===== config.mk =====
export PLATFORM = sky130hd
export DESIGN_NAME = alu_regfile_pipe
export DESIGN_NICKNAME = d
export VERILOG_FILES = /design/src/rtl/alu_pkg.sv /design/src/rtl/alu_mul_iter.sv /design/src/rtl/alu_regfile_pipe.sv
export SDC_FILE = /design/constraint.sdc
export NUM_CORES = 1
export LEC_CHECK = 0
export CAP_MARGIN = 20
export CORE_MARGIN = 2
export CORE_UTILIZATION = 60
export DETAILED_ROUTE_END_ITERATION = 8
export PLACE_DENSITY = 0.83
export SLEW_MARGIN = 20
export SYNTH_ARGS = -nofsm -noshare
export SYNTH_HDL_FRONTEND = slang
export SYNTH_SLANG_ARGS = --single-unit

===== constraint.sdc =====
create_clock -name clk -period 6 [get_ports clk]
set_input_delay 0.9 -clock clk [delete_from_list [all_inputs] [get_ports clk]]
set_output_delay 0.9 -clock clk [all_outputs]
set_load 0.03 [all_outputs]

===== src/rtl/alu_pkg.sv =====
// Shared definitions for the ALU/register-file pipeline: opcodes, flag bit
// positions and the flag-setting classification.
package alu_pkg;

  localparam logic [3:0] OP_NOP = 4'h0;
  localparam logic [3:0] OP_LDI = 4'h1;
  localparam logic [3:0] OP_ADD = 4'h2;
  localparam logic [3:0] OP_SUB = 4'h3;
  localparam logic [3:0] OP_AND = 4'h4;
  localparam logic [3:0] OP_OR  = 4'h5;
  localparam logic [3:0] OP_XOR = 4'h6;
  localparam logic [3:0] OP_SHL = 4'h7;
  localparam logic [3:0] OP_SHR = 4'h8;
  localparam logic [3:0] OP_MOV = 4'h9;
  localparam logic [3:0] OP_MUL = 4'hA;

  localparam int FLAG_Z = 0;
  localparam int FLAG_N = 1;
  localparam int FLAG_C = 2;
  localparam int FLAG_V = 3;

  // Ops that replace alu_flags on writeback; all others keep the old flags.
  function automatic logic op_sets_flags(input logic [3:0] op);
    case (op)
      OP_ADD, OP_SUB, OP_AND, OP_OR, OP_XOR, OP_SHL, OP_SHR, OP_MUL: return 1'b1;
      default: return 1'b0;
    endcase
  endfunction

endpackage


===== src/rtl/alu_mul_iter.sv =====
// Iterative shift-add multiplier. One multiplier bit is consumed per cycle;
// the last bit is folded in combinationally so the full product is on prod_o
// in the DATA_WIDTH-th active cycle, flagged by done_o. Operands must be held
// stable from start_i until done_o.
module alu_mul_iter #(
  parameter int DATA_WIDTH = 16
) (
  input  logic                    clk_i,
  input  logic                    rst_i,
  input  logic                    start_i,
  input  logic [DATA_WIDTH-1:0]   a_i,
  input  logic [DATA_WIDTH-1:0]   b_i,
  output logic                    busy_o,
  output logic                    done_o,
  output logic [2*DATA_WIDTH-1:0] prod_o
);

  localparam int CNT_W = (DATA_WIDTH > 1) ? $clog2(DATA_WIDTH) : 1;

  logic                    busy_q;
  logic [CNT_W-1:0]        cnt_q, cnt_d;
  logic [2*DATA_WIDTH-1:0] acc_q, acc_cur, pp;
  logic                    active;

  // Current partial sum: a fresh start ignores leftover accumulator state.
  always_comb begin
    active  = start_i || busy_q;
    cnt_d   = start_i ? '0 : cnt_q;
    acc_cur = start_i ? '0 : acc_q;
    pp      = b_i[cnt_d] ? ({{DATA_WIDTH{1'b0}}, a_i} << cnt_d) : '0;
    prod_o  = acc_cur + pp;
    done_o  = active && (cnt_d == CNT_W'(DATA_WIDTH - 1));
  end

  // Iteration control; reset abandons any product in progress.
  always_ff @(posedge clk_i) begin
    if (rst_i) begin
      busy_q <= 1'b0;
      cnt_q  <= '0;
    end else if (active) begin
      busy_q <= !done_o;
      cnt_q  <= cnt_d + 1'b1;
    end
  end

  // Accumulator needs no reset: every product starts from zero via start_i.
  always_ff @(posedge clk_i) begin
    if (active) acc_q <= prod_o;
  end

  assign busy_o = busy_q;

endmodule


===== src/rtl/alu_regfile_pipe.sv =====
// Two-stage ALU/register-file pipeline: accept+operand read (with forwarding
// from the EX result) then execute+writeback. Optional feature macro:
// ALU_MUL_EN enables the iterative MUL (op A); without it op A is illegal.
module alu_regfile_pipe
  import alu_pkg::*;
#(
  parameter int DATA_WIDTH  = 16,
  parameter int ADDR_WIDTH  = 4,
  parameter int SHAMT_WIDTH = 4
) (
  input  logic                  clk,
  input  logic                  reset,
  input  logic                  in_valid,
  output logic                  in_ready,
  input  logic [3:0]            in_op,
  input  logic [ADDR_WIDTH-1:0] in_rd,
  input  logic [ADDR_WIDTH-1:0] in_rs1,
  input  logic [ADDR_WIDTH-1:0] in_rs2,
  input  logic [DATA_WIDTH-1:0] in_imm,
  output logic                  wb_valid,
  output logic [ADDR_WIDTH-1:0] wb_rd,
  output logic [DATA_WIDTH-1:0] wb_data,
  output logic [3:0]            alu_flags,
  output logic                  illegal_op,
  input  logic [ADDR_WIDTH-1:0] dbg_addr,
  output logic [DATA_WIDTH-1:0] dbg_data
);

  localparam int NREGS = 2 ** ADDR_WIDTH;
  localparam int MSB   = DATA_WIDTH - 1;

  logic [DATA_WIDTH-1:0] rf_q [NREGS];

  logic                  ex_vld_q, ex_vld_d;
  logic [3:0]            ex_op_q;
  logic [ADDR_WIDTH-1:0] ex_rd_q;
  logic [DATA_WIDTH-1:0] ex_a_q, ex_b_q, ex_imm_q;
  logic [DATA_WIDTH-1:0] opa_d, opb_d;

  logic                  wb_valid_q, illegal_q;
  logic [ADDR_WIDTH-1:0] wb_rd_q;
  logic [DATA_WIDTH-1:0] wb_data_q, dbg_data_q;
  logic [3:0]            flags_q;

  logic                  accept, ex_legal, ex_writes, ex_done, wr_en, fwd_ok;
  logic [DATA_WIDTH-1:0] alu_res;
  logic [DATA_WIDTH:0]   sum_w, diff_w, shl_w, shr_w;
  logic [SHAMT_WIDTH-1:0] shamt;
  logic                  alu_c, alu_v;
  logic [3:0]            alu_flg;

  function automatic logic op_legal(input logic [3:0] op);
`ifdef ALU_MUL_EN
    return op <= OP_MUL;
`else
    return op <= OP_MOV;
`endif
  endfunction

`ifdef ALU_MUL_EN
  logic                    mul_start, mul_busy, mul_done;
  logic [2*DATA_WIDTH-1:0] mul_prod;

  assign mul_start = ex_vld_q && (ex_op_q == OP_MUL) && !mul_busy;

  alu_mul_iter #(.DATA_WIDTH(DATA_WIDTH)) u_mul (
    .clk_i   (clk),
    .rst_i   (reset),
    .start_i (mul_start),
    .a_i     (ex_a_q),
    .b_i     (ex_b_q),
    .busy_o  (mul_busy),
    .done_o  (mul_done),
    .prod_o  (mul_prod)
  );

  // A MUL holds EX for its whole run, so nothing new may enter behind it.
  assign in_ready = !(ex_vld_q && (ex_op_q == OP_MUL));
  assign ex_done  = ex_vld_q && ((ex_op_q != OP_MUL) || mul_done);
`else
  assign in_ready = 1'b1;
  assign ex_done  = ex_vld_q;
`endif

  assign accept    = in_valid && in_ready;
  assign ex_legal  = op_legal(ex_op_q);
  assign ex_writes = ex_legal && (ex_op_q != OP_NOP);
  assign wr_en     = ex_done && ex_writes;
  assign fwd_ok    = ex_vld_q && ex_writes;
  assign shamt     = ex_b_q[SHAMT_WIDTH-1:0];

  // Operand select with EX-result forwarding and EX occupancy next state.
  always_comb begin
    opa_d    = (fwd_ok && (in_rs1 == ex_rd_q)) ? alu_res : rf_q[in_rs1];
    opb_d    = (fwd_ok && (in_rs2 == ex_rd_q)) ? alu_res : rf_q[in_rs2];
    ex_vld_d = accept ? 1'b1 : (ex_done ? 1'b0 : ex_vld_q);
  end

  // ALU: result plus candidate {V,C,N,Z}; ADD/SUB carry out of bit DATA_WIDTH.
  always_comb begin
    sum_w   = {1'b0, ex_a_q} + {1'b0, ex_b_q};
    diff_w  = {1'b0, ex_a_q} - {1'b0, ex_b_q};
    shl_w   = {1'b0, ex_a_q} << shamt;
    shr_w   = {ex_a_q, 1'b0} >> shamt;
    alu_res = '0;
    alu_c   = 1'b0;
    alu_v   = 1'b0;
    case (ex_op_q)
      OP_LDI: alu_res = ex_imm_q;
      OP_ADD: begin
        alu_res = sum_w[MSB:0];
        alu_c   = sum_w[DATA_WIDTH];
        alu_v   = (ex_a_q[MSB] == ex_b_q[MSB]) && (sum_w[MSB] != ex_a_q[MSB]);
      end
      OP_SUB: begin
        alu_res = diff_w[MSB:0];
        alu_c   = diff_w[DATA_WIDTH];
        alu_v   = (ex_a_q[MSB] != ex_b_q[MSB]) && (diff_w[MSB] != ex_a_q[MSB]);
      end
      OP_AND: alu_res = ex_a_q & ex_b_q;
      OP_OR:  alu_res = ex_a_q | ex_b_q;
      OP_XOR: alu_res = ex_a_q ^ ex_b_q;
      OP_SHL: begin
        alu_res = shl_w[MSB:0];
        alu_c   = shl_w[DATA_WIDTH];
      end
      OP_SHR: begin
        alu_res = shr_w[DATA_WIDTH:1];
        alu_c   = shr_w[0];
      end
      OP_MOV: alu_res = ex_a_q;
`ifdef ALU_MUL_EN
      OP_MUL: begin
        alu_res = mul_prod[MSB:0];
        alu_c   = |mul_prod[2*DATA_WIDTH-1:DATA_WIDTH];
        alu_v   = alu_c;
      end
`endif
      default: alu_res = '0;
    endcase
    alu_flg         = '0;
    alu_flg[FLAG_Z] = (alu_res == '0);
    alu_flg[FLAG_N] = alu_res[MSB];
    alu_flg[FLAG_C] = alu_c;
    alu_flg[FLAG_V] = alu_v;
  end

  // EX occupancy; reset drops whatever is in flight.
  always_ff @(posedge clk) begin
    if (reset) ex_vld_q <= 1'b0;
    else       ex_vld_q <= ex_vld_d;
  end

  // ---- accept / operand read -> EX ----
  always_ff @(posedge clk) begin
    if (accept) begin
      ex_op_q  <= in_op;
      ex_rd_q  <= in_rd;
      ex_a_q   <= opa_d;
      ex_b_q   <= opb_d;
      ex_imm_q <= in_imm;
    end
  end

  // ---- EX -> writeback: register file, flags, wb/illegal pulses, debug read ----
  always_ff @(posedge clk) begin
    if (reset) begin
      for (int i = 0; i < NREGS; i++) rf_q[i] <= '0;
      flags_q    <= '0;
      wb_valid_q <= 1'b0;
      wb_rd_q    <= '0;
      wb_data_q  <= '0;
      illegal_q  <= 1'b0;
      dbg_data_q <= '0;
    end else begin
      if (wr_en) begin
        rf_q[ex_rd_q] <= alu_res;
        wb_rd_q       <= ex_rd_q;
        wb_data_q     <= alu_res;
      end
      if (ex_done && ex_legal && op_sets_flags(ex_op_q)) flags_q <= alu_flg;
      wb_valid_q <= wr_en;
      illegal_q  <= ex_done && !ex_legal;
      dbg_data_q <= (wr_en && (ex_rd_q == dbg_addr)) ? alu_res : rf_q[dbg_addr];
    end
  end

  assign wb_valid   = wb_valid_q;
  assign wb_rd      = wb_rd_q;
  assign wb_data    = wb_data_q;
  assign alu_flags  = flags_q;
  assign illegal_op = illegal_q;
  assign dbg_data   = dbg_data_q;

endmodule


==> impl_results.md <==
- Placed cells: 2,351
- Mapped Area: 23,100 sq um
- DRC: 0
- CTS Buffer Depth: 3
- Dpl hpwl: 55.4 mm
- Clk_lat worst skew: 0.58 ns
- Mapped Cells: 1,892
- Routed len/inst: 33.1 um
- Portion of netlist area occupied by mux cells: 26.7%
- Port-buffer cells: 80
- Hold crit path type: reg -> reg
- Die width: 200 um
- Cell taking the most area after synthesis: edfxtp_1
- CTS tree: built
- IO Count: 82
- Final setup viols: 0
- Ys Warns: 0
- Reg-to-reg startpoint: ex_op_q[3]$_DFFE_PP_
- Simple-Gate Fraction of Synth Area: 12.4%
- Status: complete, no violations
- Unrepaired setup endpoints after global routing: false
- Async S/R FF share, synth: 0%
- Ratio of cells with drive above 1 in the final layout: 21.3%
- Number of global-route vias before repair: 17,900
- Library cells used by synthesis: 87
- CP Data Arrival Time: 5.31 ns
- Final setup TNS: 0 ns
- Max cap viols: 0
- Top cell type's share of synthesized area: 40.6%
- Syn avg cell area: 12.2 sq um
- Register Area: 10,200 sq um
- CTS root buf: clkbuf_16
- Reg2Reg Capture Point: rf_q[7][12]$_SDFFCE_PN0P_
- ANT nets after route: 0
- Seq cells post-synth: 356
- R2R depth: 7
- CTS resizes: 0
- Final nets: 1,974
- Slew Viols, Final: 0
- Reg-to-reg setup timing slack: 0.86 ns
- Die footprint: 40,000 sq um
- Largest net degree at the start of global routing: 53
- Final period util: 85.6%
- Adder-Cell Fraction of Synth Area: 2.99%
- Synth area leaders: edfxtp_1 41%, mux4_2 25%, nor2_1 5.8%, dfxtp_1 3.8%, ha_1 2.8%
- Leak pwr: 8.90 nW
- Overall routed net length: 80.1 mm
- Clk slew on worst S/H paths: 0.06 ns
- Count leader, synth: nor2_1
- CP startpoint kind: flop
- DR vias: 18,200
- Crit Path Class: reg -> reg
- Fmax: 195 MHz
- PwrDens: 275 nW/um^2
- Compound-gate portion of the synthesized area: 8.36%
- Required time worst endpoint: 6.18 ns
- VDD IR max: 0.000314 V
- Post-CTS Setup Inserts: 0
- Global-route wire length before repair: 117 mm
- Placer congestion estimate: 1.01
- Core area: 37,800 sq um
- CTS H-tree depth: 2
- CP Capture Type: flop
- Mapped Nets: 1,985
- Worst slew pin tran: 1.17 ns
- Row cnt: 71
- Fillers: 2,575
- Min Tclk post-route: 5.14 ns
- Post-synth EDFFs: 312
- Hold_sp: wb_rd[0]$_SDFFE_PP0P_
- Crit Path Max Fanout: 25
- Die Y: 200 um
- Final hold vios: 0
- Initial Util: 61.1%
- Synth Flop Type: edfxtp_1
- Total global-route track usage: 41.1%
- CTS Hold Buffers Added: 0
- Vias per cell: 7.50
- Antenna violations before repair: 1
- Cell Count, Final, Fillers Out: 2,420
- Post-Route Skew: 0.0332 ns
- Relative max-transition margin: 21.9%
- Layout Area Growth over Synthesis: 9.65%
- Cts bufs inserted: 39
- Hold Path Depth: 2
- Multi-input gate area: 11,900 sq um
- Hold endpoint: wb_rd[0]$_SDFFE_PP0P_
- Pre-antenna DRT Iters: 8
- DRT iter0 DRCs: 3,045
- Post-Synth XOR/XNOR Area: 0.797%
- CTS sink cnt: 356
- Largest family of logic cells by synthesized area: multiplexers
- Commonest cells post-synth: 356 x nor2_1, 312 x edfxtp_1, 256 x mux4_2
- Post-synthesis sequential area ratio: 44.4%
- Overflow after GRT: 0
-- registers in the layout, summed over array words and instances, names as in the netlist, named ones only --
signal / count
dbg_data: 16
ex_op_q: 4
ex_b_q: 16
alu_flags: 4
ex_done: 1
ex_imm_q: 16
wb_rd: 4
rf_q: 256
ex_a_q: 16
wb_data: 16
illegal_op: 1
ex_rd_q: 4
wb_valid: 1
-- power by group --
part	total, mW	switching, mW	internal, mW
sequential	2.98	0.158	2.83
clock	2.32	1.05	1.27
combinational	1.65	1.02	0.622
total	6.95	2.23	4.72
-- cell families (layout without fill, tap and decap cells) --
| family | Yosys count | after routing |
|---|---|---|
| simple gates | 643 | 643 |
| xor+xnor | 21 | 21 |
| mux | 294 | 294 |
| buf+inv | 236 | 251 |
| compound gates | 287 | 287 |
| fa+ha+maj | 54 | 54 |
| flops | 356 | 356 |
| other cells | 1 | 3 |
-- per-stage QoR --
step           hold slack, ns  cell area [sq um]  util (%)  setup WS (ns)  total power [mW]
3_5_place_dp            0.450              24100      63.9           1.18              4.60
3_3_place_gp            0.444              24100      63.9           1.26              4.57
2_1_floorplan           0.492              23100         -           2.41              4.04
5_1_grt                 0.477              25300      67.0          0.817              7.10
6_report                0.453              25300      67.0          0.864              6.95
4_1_cts                 0.456              25300      67.0           1.14              6.88
-- placed cells by master, fill, tap and decap left out, drive strengths merged, types with 6 or more instances in the layout --
cell / n
o21ai: 74
mux4: 256
edfxtp: 312
a211oi: 24
o211ai: 11
a31oi: 8
nand2b: 30
nor4: 10
nor3: 26
inv: 56
or3: 6
o21bai: 6
dfxtp: 44
nand3: 20
mux2i: 22
and2: 10
ha: 52
nor2: 357
clkdlybuf4s50: 71
buf: 57
nor3b: 8
a21oi: 62
a32oi: 9
clkbuf: 49
and3: 8
xor2: 13
mux2: 16
a21o: 11
o21a: 7
nor2b: 25
nand4: 10
nand2: 113
xnor2: 8
a22oi: 12
o211a: 6
clkinv: 14
-- critical path: stages, from the launching register on --
cell	delay [ns]
edfxtp_1	0.97
inv_1	0.33
nand3_1	0.20
nand3_1	0.64
nor2_1	0.61
and3_1	0.37
nand2_1	0.53
nand2b_1	1.06
-- layer usage --
| metal | GRT usage [%] | wire length [um] | vias to the layer above |
|---|---|---|---|
| li1 | - | - | 7221 |
| met1 | 50.8 | 26100 | 8787 |
| met2 | 68.0 | 38100 | 1754 |
| met3 | 9.29 | 10300 | 398 |
| met4 | 22.2 | 5580 | 0 |
| met5 | 0 | 0 | - |
-- final cells by class --
class	instances	area share, %
Multi-Input combinational cell	1300	47.0
Sequential cell	356	40.5
Timing Repair Buffer	128	4.46
Clock buffer	49	4.09
Tap cell	511	2.53
Inverter	56	0.831
Clock inverter	18	0.589
Antenna cell	2	0.0198
-- worst max-delay path by stage --
| stage | start | endpoint | slack [ns] | cells after the start |
|---|---|---|---|---|
| after floorplan | ex_b_q[2]$_DFFE_PP_ | rf_q[10][12]$_SDFFCE_PN0P_ | 2.41 | 15 |
| after global placement | ex_op_q[3]$_DFFE_PP_ | rf_q[3][9]$_SDFFCE_PN0P_ | 1.26 | 7 |
| after detailed placement | ex_op_q[3]$_DFFE_PP_ | rf_q[7][6]$_SDFFCE_PN0P_ | 1.18 | 7 |
| after CTS | ex_op_q[3]$_DFFE_PP_ | rf_q[7][12]$_SDFFCE_PN0P_ | 1.14 | 7 |
| after global routing | ex_op_q[3]$_DFFE_PP_ | rf_q[2][12]$_SDFFCE_PN0P_ | 0.82 | 8 |
| final | ex_op_q[3]$_DFFE_PP_ | rf_q[7][12]$_SDFFCE_PN0P_ | 0.86 | 7 |
Note: power is estimated with default switching activity, not from simulation.
